**src/rtl/cm.sv**
```systemverilog
// cm: registered three-operand ALU (ADD3 / SUB / MAX3 / MAJ) with carry and zero flags
// Ports:
//   clk      rising-edge clock
//   rst_n    asynchronous active-low reset
//   R0       operand A (unsigned, WIDTH bits)
//   R1       operand B (unsigned, WIDTH bits)
//   R2       operand C (unsigned, WIDTH bits)
//   opcode   00 ADD3, 01 SUB (R1-R2), 10 MAX3, 11 bitwise majority
//   R_EXTRA  registered result
//   carry    registered carry (ADD3) / borrow (SUB), 0 otherwise
//   zero     registered flag, 1 when R_EXTRA is all zeros
module cm #(
    parameter int WIDTH = 3
) (
    input  logic             clk,
    input  logic             rst_n,
    input  logic [WIDTH-1:0] R0,
    input  logic [WIDTH-1:0] R1,
    input  logic [WIDTH-1:0] R2,
    input  logic [1:0]       opcode,
    output logic [WIDTH-1:0] R_EXTRA,
    output logic             carry,
    output logic             zero
);
    logic [WIDTH+1:0] sum;
    logic [WIDTH:0]   diff;
    logic [WIDTH-1:0] max01, max3, maj, res;
    logic             cy;

    // two guard bits keep the full three-operand sum; the extra diff bit is the borrow
    always_comb begin
        sum   = {2'b00, R0} + {2'b00, R1} + {2'b00, R2};
        diff  = {1'b0, R1} - {1'b0, R2};
        max01 = (R0 > R1) ? R0 : R1;
        max3  = (max01 > R2) ? max01 : R2;
        maj   = (R0 & R1) | (R1 & R2) | (R0 & R2);
        res   = (opcode == 2'b00) ? sum[WIDTH-1:0] :
                (opcode == 2'b01) ? diff[WIDTH-1:0] :
                (opcode == 2'b10) ? max3 : maj;
        cy    = (opcode == 2'b00) ? |sum[WIDTH+1:WIDTH] :
                (opcode == 2'b01) ? diff[WIDTH] : 1'b0;
    end

    always_ff @(posedge clk or negedge rst_n) begin
        if (!rst_n) begin
            R_EXTRA <= '0;
            carry   <= 1'b0;
            zero    <= 1'b1;
        end else begin
            R_EXTRA <= res;
            carry   <= cy;
            zero    <= (res == '0);
        end
    end
endmodule

```
**config.mk**
```make
export PLATFORM = sky130hd
export DESIGN_NAME = cm
export DESIGN_NICKNAME = d
export VERILOG_FILES = /design/src/rtl/cm.sv
export SDC_FILE = /design/constraint.sdc
export NUM_CORES = 1
export LEC_CHECK = 0
export BUFFER_PORTS_ARGS = -buffer_cell sky130_fd_sc_hd__buf_4
export CAP_MARGIN = 20
export CORE_MARGIN = 5
export CORE_UTILIZATION = 35
export CTS_BUF_LIST = sky130_fd_sc_hd__clkbuf_8 sky130_fd_sc_hd__clkbuf_16
export DETAILED_ROUTE_END_ITERATION = 7
export GPL_ROUTABILITY_DRIVEN = 0
export PLACE_DENSITY = 0.64
export SYNTH_ARGS = -nofsm -noshare
export SYNTH_HDL_FRONTEND = slang
export SYNTH_SLANG_ARGS = --single-unit
export TNS_END_PERCENT = 100
```
**constraint.sdc**
```tcl
create_clock -name clk -period 1.5 [get_ports clk]
set_input_delay 0.3 -clock clk [delete_from_list [all_inputs] [get_ports clk]]
set_output_delay 0.3 -clock clk [all_outputs]
set_load 0.05 [all_outputs]
```
==> impl_metrics.toml <==
[status]
status = "finished, violations left"
failed_checks = "setup timing"

[detailed_routing]
vias = 745
via_per_inst = 4.90
remaining_drc_errors = 0
first_pass_iters = 4
antenna_left = 0
routed_wl_um = 2010
post_drt_wl_per_cell_um = 13.2
drtIter0Drc = 6

[synthesis]
synth_edf_count = 0
yosysMostFrequentCell = "ha_1"
netlist-cell-type-count = 32
synth-seq-cells = 5
yosysWarnings = 0
netlist.area_leader.share = 0.190
synth_flop_cell = "dfrtp_1"
synth.cell_area_um2 = 723
avgSynthCellArea_um2 = 10.0
syn_nets = 102
yosysSeqAreaShare = 0.175
async_flop_share = 1.00
ys_top_cells_by_area = "ha_1, fa_1, dfrtp_1"
yosys.area.top_type = "ha_1"
synthTopCellsByCount = "ha_1, inv_1, fa_1, a21oi_1"
synth_cells = 72

[pwr]
p_per_area_nw_per_um2 = 780
p_leak_nw = 0.647
ir_drop_uv = 445

[cells_and_area]
final_cell_area_um2 = 1370
nets = 156
syn_to_final_growth_pct = 88.8
drive_above_1_share = 0.624
diodes = 0

[place]
numPortBuffers = 17
dp.final_hpwl_um = 1620
dp_slack_ns = -1.58
placed_area_um2 = 1110

[critical_path]
cp_max_fo = 4
cp-startpoint = "R1[1]"
critical_path.slowest_cell = "mux4_2"
crit_path_max_incr_delay_ns = 0.49
crit_family = "multiplexers"
crit_type = "input pin to register"
crit_required_ns = 1.62
path_buf_inv = 2
worst_setup_path_start_kind = "input pin"
cp_data_arrival_time_ns = 2.88
cp_common_cell = "ha_4"
path_cells = "buf_12, inv_12, ha_4, and3b_1, a211o_1, mux2_4, ha_4, nand3b_1, a21o_1, and2_1, mux4_2, a2111oi_4"
worst-path-stages = 12
cp-end-kind = "register"
crit_path_end = "zero"

[clock_network]
cts-htree-levels = 1
cts_tree = "yes"
cts_root_buffer = "clkbuf_8"
numCtsBuffers = 3
cts_num_sinks = 5
clk_path_buf_depth = 2
path_clk_slew_ns = 0.03

[sta]
finalCritPeriodShare = 1.84
rsz0062_at_grt = "yes"
setup_viol = 5
relSlewSlack = 0.714
fin_ws_ns = -1.26
hold_ws_ns = 0.293
min_period_ns = 2.76
fmax_mhz = 362
slew_viol_final = 0
worstMarginPinSlew_ns = 0.426
hold_viol = 0

[global_route]
grt_pass1_wl_um = 3560
met1_usage = 0.165
grt_use_total = 0.145
grt_pass1_vias = 816
top_usage_layer = "met2"
grtUsageMet3 = 0.0233
grt.overflow.total = 0
globalRouteMet2Util = 0.253
antenna_found_initial = 0
grt_max_degree = 12

[floorplanning]
fp.dieW_um = 55.5
core_area_um2 = 1960
initial_utilization = 0.369
ios = 18
rows = 16
die_area_um2 = 3080
die_h_um = 55.5

[flow_run]
cap_violations = 0

[hold_path]
hp-class = "input pin to register"
## routing by layer
metal	up-vias	part of all wire
met1	346	0.41
li1	370	-
met2	24	0.53
met5	-	0
met3	5	0.030
met4	0	0.026
## power breakdown
group	total [W]	switching [W]	internal, W	leakage (nW)
registers	0.000168	0.00000626	0.000162	0.0589
logic	0.000657	0.000324	0.000333	0.561
clock network	0.000240	0.0000649	0.000175	0.0269
## repair_timing
item,4_1_cts,5_1_grt
pin swaps,12,8
endpoints found under the setup margin,5,5
setup buffers,7,3
cloned,0,0
endpoints found under the hold margin,4,0
hold buffers,1,0
resized for setup,21,5
## kinds of logic after synthesis
logic type / after synthesis / share of synthesized area
buffers and inverters: 11 / 0.0588
multiplexers: 3 / 0.0606
adder cells (fa/ha/maj): 17 / 0.356
AND/OR/NAND/NOR: 15 / 0.106
XOR/XNOR: 1 / 0.0121
AO/OA/AOI/OAI: 20 / 0.232
flip-flops: 5 / 0.175
## layout make-up
type	instances	area, µm²
Timing Repair Buffer	50	417
Inverter	10	50.0
Sequential cell	5	126
Multi-Input combinational cell	56	693
Tap cell	27	33.8
Clock buffer	3	41.3
Clock inverter	1	3.75
Fill cell	160	597
## cell usage in the layout (no fill, tap or decap), types with 2 or more instances in the layout
cell type and count:
buf_6 5, dfrtp_1 4, inv_1 8, buf_4 42
a21oi_2 3, inv_2 2, nand2_1 3, fa_1 3
clkbuf_8 3, a21oi_1 2, o211ai_1 2, ha_4 4
a21o_1 3, ha_1 7, fa_2 3, nor2_1 3
## per-stage QoR
| stage | total power [W] | utilization | cells | TNS (ns) |
|---|---|---|---|---|
| after floorplan | 0.000481 | - | 72 | -4.46 |
| after global placement | 0.000678 | 0.565 | 137 | -5.90 |
| final | 0.00107 | 0.696 | 152 | -4.86 |
| after CTS | 0.00104 | 0.679 | 149 | -4.71 |
| after global routing | 0.00114 | 0.696 | 152 | -5.31 |
| after detailed placement | 0.000688 | 0.565 | 137 | -6.14 |
## worst min-delay path by stage
stage,end,slack [ns],cells after the start,startpoint
after global routing,carry,0.30,2,opcode[1]
after floorplan,R_EXTRA[0],0.004,0,rst_n
final,carry,0.29,2,opcode[1]
after CTS,carry,0.28,2,opcode[1]
after detailed placement,R_EXTRA[1],0.10,1,rst_n
after global placement,R_EXTRA[2],0.10,1,rst_n
## state kept, by name, indices dropped and copies added (netlist names)
register  count
zero          1
carry         1
R_EXTRA       3
(Power assumes the default switching activity.)
